**src/rtl/eq_sample_serializer.sv**
```systemverilog
// eq_sample_serializer: output stage of the 8-band equalizer.
// Each full-precision y_in sample is rounded and saturated to N bits at the
// moment it is accepted, then buffered in a small FIFO. The mono sample is
// sent on a left-justified serial link (sclk/ws/sd), once in the left slot
// and again in the right slot.
//
// state | meaning
// ------+----------------------------------------------------------------
// IDLE  | link quiet (sclk/ws/sd low); start a frame when ena=1 and FIFO holds data
// RUN   | frames stream back-to-back; ena and FIFO level are looked at on the last clk of a frame
module eq_sample_serializer #(
   parameter int N          = 16,
   parameter int IN_W       = 32,
   parameter int SHIFT      = 15,
   parameter int FIFO_DEPTH = 4,
   parameter int BCLK_DIV   = 2
) (
   input  logic            clk,
   input  logic            rst,
   input  logic            ena,
   input  logic            in_valid,
   output logic            in_ready,
   input  logic [IN_W-1:0] y_in,
   output logic            sclk,
   output logic            ws,
   output logic            sd,
   output logic            sat_pulse,
   output logic            underrun
);

   localparam int PTR_W = (FIFO_DEPTH > 1) ? $clog2(FIFO_DEPTH) : 1;
   localparam int CNT_W = PTR_W + 1;
   localparam int DIV_W = $clog2(2 * BCLK_DIV);
   localparam int BIT_W = $clog2(2 * N);
   localparam int Q_W   = IN_W + 1 - SHIFT;

   localparam logic [DIV_W-1:0] DIV_TOP  = DIV_W'(2 * BCLK_DIV - 1);
   localparam logic [DIV_W-1:0] DIV_HI   = DIV_W'(BCLK_DIV);
   localparam logic [BIT_W-1:0] BIT_TOP  = BIT_W'(2 * N - 1);
   localparam logic [BIT_W-1:0] BIT_MID  = BIT_W'(N);
   localparam logic [CNT_W-1:0] CNT_FULL = CNT_W'(FIFO_DEPTH);

   localparam logic signed [IN_W:0]  RND_HALF = (IN_W + 1)'(1) << (SHIFT - 1);
   localparam logic signed [Q_W-1:0] Q_MAX    = {{(Q_W - N + 1){1'b0}}, {(N - 1){1'b1}}};
   localparam logic signed [Q_W-1:0] Q_MIN    = {{(Q_W - N + 1){1'b1}}, {(N - 1){1'b0}}};

   typedef enum logic {S_IDLE, S_RUN} state_t;

   state_t              state;
   logic [DIV_W-1:0]    div_cnt;
   logic [BIT_W-1:0]    bit_cnt;
   logic [N-1:0]        smp;
   logic [N-1:0]        shreg;

   logic signed [IN_W:0]  rnd_sum;
   logic signed [Q_W-1:0] rnd_q;
   logic [N-1:0]          conv_word;
   logic                  conv_sat;

   logic [N-1:0]        mem [FIFO_DEPTH];
   logic [PTR_W-1:0]    wr_ptr;
   logic [PTR_W-1:0]    rd_ptr;
   logic [CNT_W-1:0]    count;
   logic [CNT_W-1:0]    count_nxt;
   logic [N-1:0]        head;
   logic                push;
   logic                pop;
   logic                frame_end;

   assign push      = in_valid && in_ready;
   assign head      = mem[rd_ptr];
   assign frame_end = (state == S_RUN) && (div_cnt == '0) && (bit_cnt == '0);
   assign pop       = ena && (count != '0) && ((state == S_IDLE) || frame_end);

   // Round half up at the SHIFT boundary, then clamp into the N-bit signed range.
   always_comb begin
      rnd_sum   = $signed({y_in[IN_W-1], y_in}) + RND_HALF;
      rnd_q     = $signed(rnd_sum[IN_W:SHIFT]);
      conv_word = rnd_q[N-1:0];
      conv_sat  = 1'b0;
      if (rnd_q > Q_MAX) begin
         conv_word = {1'b0, {(N - 1){1'b1}}};
         conv_sat  = 1'b1;
      end else if (rnd_q < Q_MIN) begin
         conv_word = {1'b1, {(N - 1){1'b0}}};
         conv_sat  = 1'b1;
      end
   end

   // FIFO occupancy for the next cycle; push and pop together leave it unchanged.
   always_comb begin
      count_nxt = count;
      case ({push, pop})
         2'b10:   count_nxt = count + CNT_W'(1);
         2'b01:   count_nxt = count - CNT_W'(1);
         default: count_nxt = count;
      endcase
   end

   // Sample storage is written only on an accepted push and needs no reset.
   always_ff @(posedge clk) begin
      if (push) mem[wr_ptr] <= conv_word;
   end

   // FIFO pointers, registered ready and the saturation flag.
   always_ff @(posedge clk or negedge rst) begin
      if (!rst) begin
         wr_ptr    <= '0;
         rd_ptr    <= '0;
         count     <= '0;
         in_ready  <= 1'b0;
         sat_pulse <= 1'b0;
      end else begin
         if (push) wr_ptr <= wr_ptr + PTR_W'(1);
         if (pop)  rd_ptr <= rd_ptr + PTR_W'(1);
         count     <= count_nxt;
         in_ready  <= (count_nxt < CNT_FULL);
         sat_pulse <= push && conv_sat;
      end
   end

   // Frame sequencer: bit-clock divider, bit counter and serial shifter.
   always_ff @(posedge clk or negedge rst) begin
      if (!rst) begin
         state    <= S_IDLE;
         div_cnt  <= '0;
         bit_cnt  <= '0;
         smp      <= '0;
         shreg    <= '0;
         sclk     <= 1'b0;
         ws       <= 1'b0;
         sd       <= 1'b0;
         underrun <= 1'b0;
      end else begin
         underrun <= 1'b0;
         case (state)
            S_IDLE: begin
               sclk <= 1'b0;
               ws   <= 1'b0;
               sd   <= 1'b0;
               if (pop) begin
                  state   <= S_RUN;
                  div_cnt <= DIV_TOP;
                  bit_cnt <= BIT_TOP;
                  smp     <= head;
                  sd      <= head[N-1];
                  shreg   <= {head[N-2:0], 1'b0};
               end
            end
            S_RUN: begin
               if (div_cnt == '0) begin
                  div_cnt <= DIV_TOP;
                  sclk    <= 1'b0;
                  if (bit_cnt == '0) begin
                     if (!ena) begin
                        state <= S_IDLE;
                        ws    <= 1'b0;
                        sd    <= 1'b0;
                     end else begin
                        bit_cnt <= BIT_TOP;
                        ws      <= 1'b0;
                        if (pop) begin
                           smp   <= head;
                           sd    <= head[N-1];
                           shreg <= {head[N-2:0], 1'b0};
                        end else begin
                           // nothing buffered: keep the link clocking with a silent frame
                           smp      <= '0;
                           sd       <= 1'b0;
                           shreg    <= '0;
                           underrun <= 1'b1;
                        end
                     end
                  end else begin
                     bit_cnt <= bit_cnt - BIT_W'(1);
                     if (bit_cnt == BIT_MID) begin
                        // right slot repeats the same sample from its MSB
                        ws    <= 1'b1;
                        sd    <= smp[N-1];
                        shreg <= {smp[N-2:0], 1'b0};
                     end else begin
                        sd    <= shreg[N-1];
                        shreg <= {shreg[N-2:0], 1'b0};
                     end
                  end
               end else begin
                  div_cnt <= div_cnt - DIV_W'(1);
                  sclk    <= (div_cnt <= DIV_HI);
               end
            end
            default: state <= S_IDLE;
         endcase
      end
   end

endmodule

```
**config.mk**
```make
export PLATFORM = sky130hd
export DESIGN_NAME = eq_sample_serializer
export DESIGN_NICKNAME = d
export VERILOG_FILES = /design/src/rtl/eq_sample_serializer.sv
export SDC_FILE = /design/constraint.sdc
export NUM_CORES = 1
export LEC_CHECK = 0
export CORE_MARGIN = 3
export CORE_UTILIZATION = 58
export DETAILED_ROUTE_END_ITERATION = 7
export PLACE_DENSITY_LB_ADDON = 0.05
export SLEW_MARGIN = 20
export SYNTH_ARGS = -nofsm -noshare
export SYNTH_HDL_FRONTEND = slang
export SYNTH_SLANG_ARGS = --single-unit
```
**constraint.sdc**
```tcl
create_clock -name clk -period 3.18 [get_ports clk]
set_input_delay 0.477 -clock clk [delete_from_list [all_inputs] [get_ports clk]]
set_output_delay 0.477 -clock clk [all_outputs]
set_load 0.02 [all_outputs]
```
==> key figures, run 1 <==
Run status
  • Outcome: finished, final reports clean

Worst setup path
  • WP data arrival: about 2.8 ns
  • Crit path kind: in2reg
  • CP max-delay cell: clkdlybuf4s50_1
  • FF-to-FF End: shreg[5]
  • FF-to-FF Start: bit_cnt[0]
  • Max Fanout on Critical Path: 9
  • CP max stage delay: 0.50 ns
  • Critical path cell sequence: clkdlybuf4s50_1 -> ha_1 -> nand4_2 -> nor4_4 -> xor2_4 -> a21oi_2 -> o21ai_0
  • Critical Path End Type: flip-flop
  • Worst r2r path cells: 8
  • Largest delay share family, worst path: compound AO/OA/AOI/OAI gates
  • Reg-to-reg slack, setup: 0.77 ns
  • Critical path data required time: approximately 3.4 ns
  • Startpoint types: primary input
  • Crit path launch: y_in[14]
  • CP bufs+invs: 1

Synthesis
  • Syn Std Cell Area: between 0.005 and 0.006 mm2
  • Average size of a mapped cell: 12.5 um2
  • Most used DFF post-synth: edfxtp_1
  • Async S/R FF share, synth: ~45%
  • Synthesis Warnings: 0
  • Top post-synthesis cells by area: edfxtp_1 35%, dfrtp_1 24%, mux4_2 6.6%
  • Syn_nets: about 480
  • Netlist cell types: 50
  • FF+latch count, synth: between 100 and 150
  • Post-synth EDFFs: between 60 and 70
  • Register area share after synthesis: slightly below 60%
  • Yosys top cell area share: 35.3%
  • Cell taking the most area after synthesis: edfxtp_1
  • Cells after Synth: ~440

Detailed routing
  • Wirelength, routed: about 11000 um
  • DRT Pass-1 Iters: 6
  • Routed via count: 3704
  • Initial DRC Count: 195
  • WL/cell: 18.6 um
  • Post-route ant nets: 0
  • DRC viols: 0
  • Routed vias/inst: 6.16

Timing
  • Final Hold Viols: 0
  • Final min period: about 2.6 ns
  • Period utilization: 80.6%
  • Max transition margin: between 30% and 40%
  • TNS Setup: 0 ns
  • Worst clock skew: 0.00867 ns
  • Setup-failing EPs final: 0
  • RSZ-0062 raised after global routing: false
  • F_max: a little under 400 MHz
  • Final slew viol count: 0
  • Final worst setup slack: between 0.6 and 0.7 ns
  • Worst Tran Pin Value: roughly 0.90 ns

GRT
  • Grt ovf: 0
  • Total Routing Usage GR: 23.4%
  • Largest net degree at the start of global routing: 37
  • Initial antenna violation count: 0
  • Vias in the first global route: between 3k and 4k
  • Global-route wire length before repair: between 15000 and 20000 um

Pwr
  • Overall power: between 5000 and 6000 uW
  • Power Density: about 860 mW/mm2
  • Max VDD drop: 0.423 mV
  • Static leakage: 0.00248 uW

Floorplanning
  • IO Pins: 42
  • Core Box Area: approximately 0.0089 mm2
  • Die area: 0.0106 mm2
  • Die Ht: slightly above 100 um
  • Die W: 103 um
  • Rows: 34
  • Initial Util: 61.0%

Min path
  • Tightest Hold Check Type: in2async

Clock tree
  • Setup bufs post-CTS: 0
  • CTS Root Cell: clkbuf_8
  • H-tree Lvls: 4
  • # hold bufs at CTS: 0
  • Max clock buf depth: 2
  • Post_cts resized: 0
  • Clock insertion delay at the later pin of the skew report: 0.51 ns
  • CTS clk-pin slew, worst paths: ~0.060 ns
  • Clock sink count: 116
  • Num CTS Buffers: 17
  • CTS tree: built

Cells and area
  • Share of cells above drive strength 1: approximately 17%
  • Final #Nets: 526
  • # diodes: 0
  • Finished Cell Area: between 0.006 and 0.007 mm2
  • Area Growth Syn to Fin: 18.6%

Placed design
  • Placement Cell Area: between 0.005 and 0.006 mm2
  • Setup WS pre-CTS: slightly below 0.07 ns
  • Input/output buffers: 27
  • Dpl hpwl: roughly 7400 um
  • Placer Congestion: about 0.9

Job
  • Max-Cap Viols: 0
final cells by class:
type / count / area (um2)
clock buffer: 17 / 414
clock inverter: 15 / 148
fill: 605 / 2470
inverter: 23 / 86.3
multi-input combinational: 275 / 2040
sequential: 116 / 3220
tap: 108 / 135
timing repair buffer: 47 / 415
worst register-to-register path: stages, from the launching register on:
cell      delay, ns
dfrtp_1        0.42
inv_1          0.10
ha_1           0.15
or3b_1         0.52
or3_1          0.50
nand2_1        0.10
buf_4          0.26
a221oi_1       0.09
o21ai_0        0.19
per-layer routing:
layer	vias to the layer above	global-route usage [%]	wire, um	part of all wire [%]
li1	1729	-	-	-
met1	1828	30.6	4780	43
met2	126	38.4	5610	50
met3	21	5.95	556	5.0
met4	0	7.87	211	1.9
met5	-	0	0	0
metrics by stage:
step / util [%] / std cells / hold WS [ns]
5_1_grt: 72.4 / 601 / 0.106
2_1_floorplan: - / 436 / 0.181
6_report: 72.4 / 601 / 0.0500
3_3_place_gp: 66.1 / 569 / 0.465
4_1_cts: 72.4 / 601 / 0.0656
3_5_place_dp: 66.1 / 569 / 0.474
worst max-delay path by stage:
stage               slack (ns)    endpoint  depth (start not counted)
floorplan                 0.34    count[1]                          9
global placement          0.27  mem[0][11]                          7
detailed placement        0.07  mem[3][11]                          7
CTS                       0.63   mem[0][1]                          8
global route              0.49  mem[3][11]                          7
finish                    0.62  mem[3][11]                          7
flip-flops by register name, summed over array words and instances, names as in the netlist:
register,flops
wr_ptr,2
smp,16
rd_ptr,2
count,3
underrun,1
state,1
sd,1
in_ready,1
shreg,15
ws,1
div_cnt,2
bit_cnt,5
sclk,1
sat_pulse,1
mem,64
cell usage after synthesis, drive strengths merged (8+ instances only):
master  number
clkbuf      13
nor3        17
mux4        16
xnor2       13
edfxtp      64
buf          9
a21oi       31
ha           9
a22o        15
nor2        26
nand2       25
dfrtp       52
nand4        8
nand3       27
inv         23
a221oi      13
o21ai       23
xor2        12
cell families (layout without fill, tap and decap cells):
group	after synthesis	count (layout)	synth area share [%]
flip-flops	116	116	59.1
multiplexers	18	18	7.02
buffers and inverters	45	102	3.35
adder cells (fa/ha/maj)	10	10	2.43
XOR/XNOR	25	25	4.36
AND/OR/NAND/NOR	128	128	12.4
AO/OA/AOI/OAI	94	94	11.3
cells in the final DEF (no fill, tap or decap), drive strengths merged, types with 2 or more instances in the layout:
cell / n
a21o: 2
a21oi: 31
a221oi: 13
a22o: 15
a31oi: 3
and2: 3
and3: 6
and4: 2
buf: 21
clkbuf: 17
clkdlybuf4s50: 26
clkinv: 4
clkinvlp: 3
dfrtp: 52
edfxtp: 64
ha: 9
inv: 30
mux2: 2
mux4: 16
nand2: 25
nand3: 27
nand4: 8
nor2: 26
nor3: 17
nor4: 5
o21ai: 23
or2: 4
xnor2: 13
xor2: 12
where the power goes:
group | internal, uW | total, uW | leakage, uW | switching, uW
sequential | 2030 | 2280 | 0.00119 | 253
clock | 1060 | 1790 | 0.000268 | 731
combinational | 674 | 1470 | 0.00103 | 801
total | 3760 | 5540 | 0.00248 | 1780
No activity file was read; power rests on OpenSTA's default activity.
==> inputs of run 2 (changes only) <==
Settings changed: CORE_UTILIZATION 58 to 53.
Clock period 3.18 ns to 2.2 ns, I/O delays scaled along.
==> key figures, run 2 (synthesized netlist as in run 1, its figures left out) <==
Floorplanning
  • Rows: 36
  • Die area: ~0.012 mm2
  • Die W: 107 um
  • IO Pins: 42
  • Initial Util: around 55%
  • Core Box Area: around 0.0099 mm2
  • Die Ht: 107 um

Placed design
  • Dpl hpwl: 8280 um
  • Placement Cell Area: 0.00638 mm2
  • Placer Congestion: ~0.85
  • Dpl cells: between 600 and 700
  • Input/output buffers: 27

GRT
  • Grt ovf: 0
  • GR peak layer: met2
  • GR Util met1: 29.6%
  • M2 GR Usage: a little under two fifths
  • Global-route wire length before repair: 19800 um
  • Total Routing Usage GR: ~23%
  • Vias in the first global route: slightly below 4k
  • Largest net degree at the start of global routing: 53
  • Initial antenna violation count: 0
  • Met3 Track Usage GR: 5.82%

Detailed routing
  • DRC viols: 0
  • Post-route ant nets: 0
  • Initial DRC Count: 234
  • Wirelength, routed: between 10000 and 15000 um
  • WL/cell: ~18 um
  • Routed via count: between 3k and 4k
  • DRT Pass-1 Iters: 4
  • Routed vias/inst: 5.64

Pwr
  • Static leakage: ~0.0028 uW
  • Max VDD drop: ~0.83 mV
  • Power Density: ~1200 mW/mm2

Cells and area
  • Area Growth Syn to Fin: 28.6%
  • Most common cell after layout, fill and taps aside: buf_4
  • Fill count: a little under 700
  • Finished Cell Area: between 0.007 and 0.008 mm2
  • Max reg flops: 64
  • Most frequent cells in the layout: 74 x buf_4, 64 x edfxtp_1, 52 x dfrtp_1
  • Largest register by flop count: mem
  • Top flop regs: mem (64), smp (16), shreg (15)
  • Non-filler instance count after layout: 683
  • Share of cells above drive strength 1: a little over a quarter
  • # diodes: 0
  • Final #Nets: a little under 600

Worst setup path
  • Critical Path End Type: flip-flop
  • Startpoint types: flip-flop
  • Worst r2r path cells: 8
  • WP data arrival: 2.58 ns
  • Max Fanout on Critical Path: 2
  • Critical path data required time: around 2.6 ns
  • Crit path launch: bit_cnt[0]
  • Crit path kind: reg2reg
  • FF-to-FF Start: bit_cnt[0]

Timing
  • Worst Tran Pin Value: around 0.67 ns
  • Setup-failing EPs final: 0
  • Max transition margin: 55.6%
  • Period utilization: 99.3%
  • RSZ-0062 raised after global routing: true
  • F_max: around 460 MHz
  • Final min period: ~2.2 ns
  • TNS Setup: 0 ns
  • Final slew viol count: 0
  • Final Hold Viols: 0
  • Worst clock skew: a little under 0.005 ns

Clock tree
  • CTS clk-pin slew, worst paths: 0.06 ns
  • CTS tree: built
  • Max clock buf depth: 2
  • Clock sink count: about 120
  • CTS Root Cell: clkbuf_8
  • H-tree Lvls: 4
  • Clock insertion delay at the later pin of the skew report: around 0.51 ns
  • Num CTS Buffers: 17

Min path
  • Tightest Hold Check Type: in2async

Run status
  • Outcome: finished, final reports clean

Job
  • Max-Cap Viols: 0
[run 2: cell types whose count changed in the layout (fill, tap and decap cells not counted), moves of 2 or more]
| cell | before | now |
|---|---|---|
| ha_1 | 9 | 7 |
| inv_2 | 0 | 2 |
| inv_1 | 23 | 21 |
| buf_12 | 0 | 2 |
| inv_6 | 6 | 3 |
| ha_4 | 0 | 2 |
| buf_4 | 20 | 74 |
| clkinv_2 | 1 | 3 |
[run 2: power breakdown]
part | internal (uW) | switching [uW] | leakage, uW
sequential | 2930 | 287 | 0.00119
combinational | 1200 | 1340 | 0.00132
clock | 1530 | 997 | 0.000268
total | 5660 | 2620 | 0.00277
[run 2: path summary, 6_finish.rpt]
kind / to / slack [ns]
worst max-delay path: count[1] / 0.01
worst min-delay path: shreg[8] / 0.47
worst max register to register: count[1] / 0.01
worst min register to register: smp[15] / 0.48
max in group asynchronous: wr_ptr[1] / 1.28
min in group clk: smp[15] / 0.48
[run 2: routing by layer]
metal | vias up | wire length (um)
li1 | 1846 | -
met1 | 1891 | 5110
met2 | 104 | 6050
met3 | 9 | 645
met4 | 0 | 178
met5 | - | 0
[run 2: through the flow]
stage | hold slack (ns) | total power [uW] | worst slack [ns] | utilization (%)
final | 0.469 | 8280 | 0.0148 | 71.0
after floorplan | 0.0344 | 4800 | -0.225 | -
after global placement | 0.460 | 5610 | -0.314 | 64.7
after global routing | 0.511 | 8750 | -0.0924 | 71.0
after detailed placement | 0.468 | 5720 | -0.380 | 64.7
after CTS | 0.481 | 8300 | 0.00444 | 70.5
[run 2: cell type report]
class	instances	area, um2	area share, %
inverters	23	86.3	1.23
repair buffers	104	871	12.4
clock buffers	18	428	6.11
flip-flops and latches	116	3220	46.0
clock inverters	14	129	1.84
well taps	133	166	2.38
multi-input cells	275	2100	30.0
[run 2: timing repair]
action                                 4_1_cts  5_1_grt
gates resized for setup                      1        7
hold buffers                                 1        0
endpoints found under the hold margin       52        0
setup endpoints to repair                    1       15
buffers inserted                             0        4
pin swaps                                    0        6
[run 2: worst max-delay path: stages, from the launching register on]
cell      delay [ns]
dfrtp_1         0.38
inv_2           0.09
ha_4            0.13
nor3b_4         0.19
nand3b_1        0.18
a21oi_4         0.23
ha_4            0.17
fa_2            0.43
mux2_4          0.27
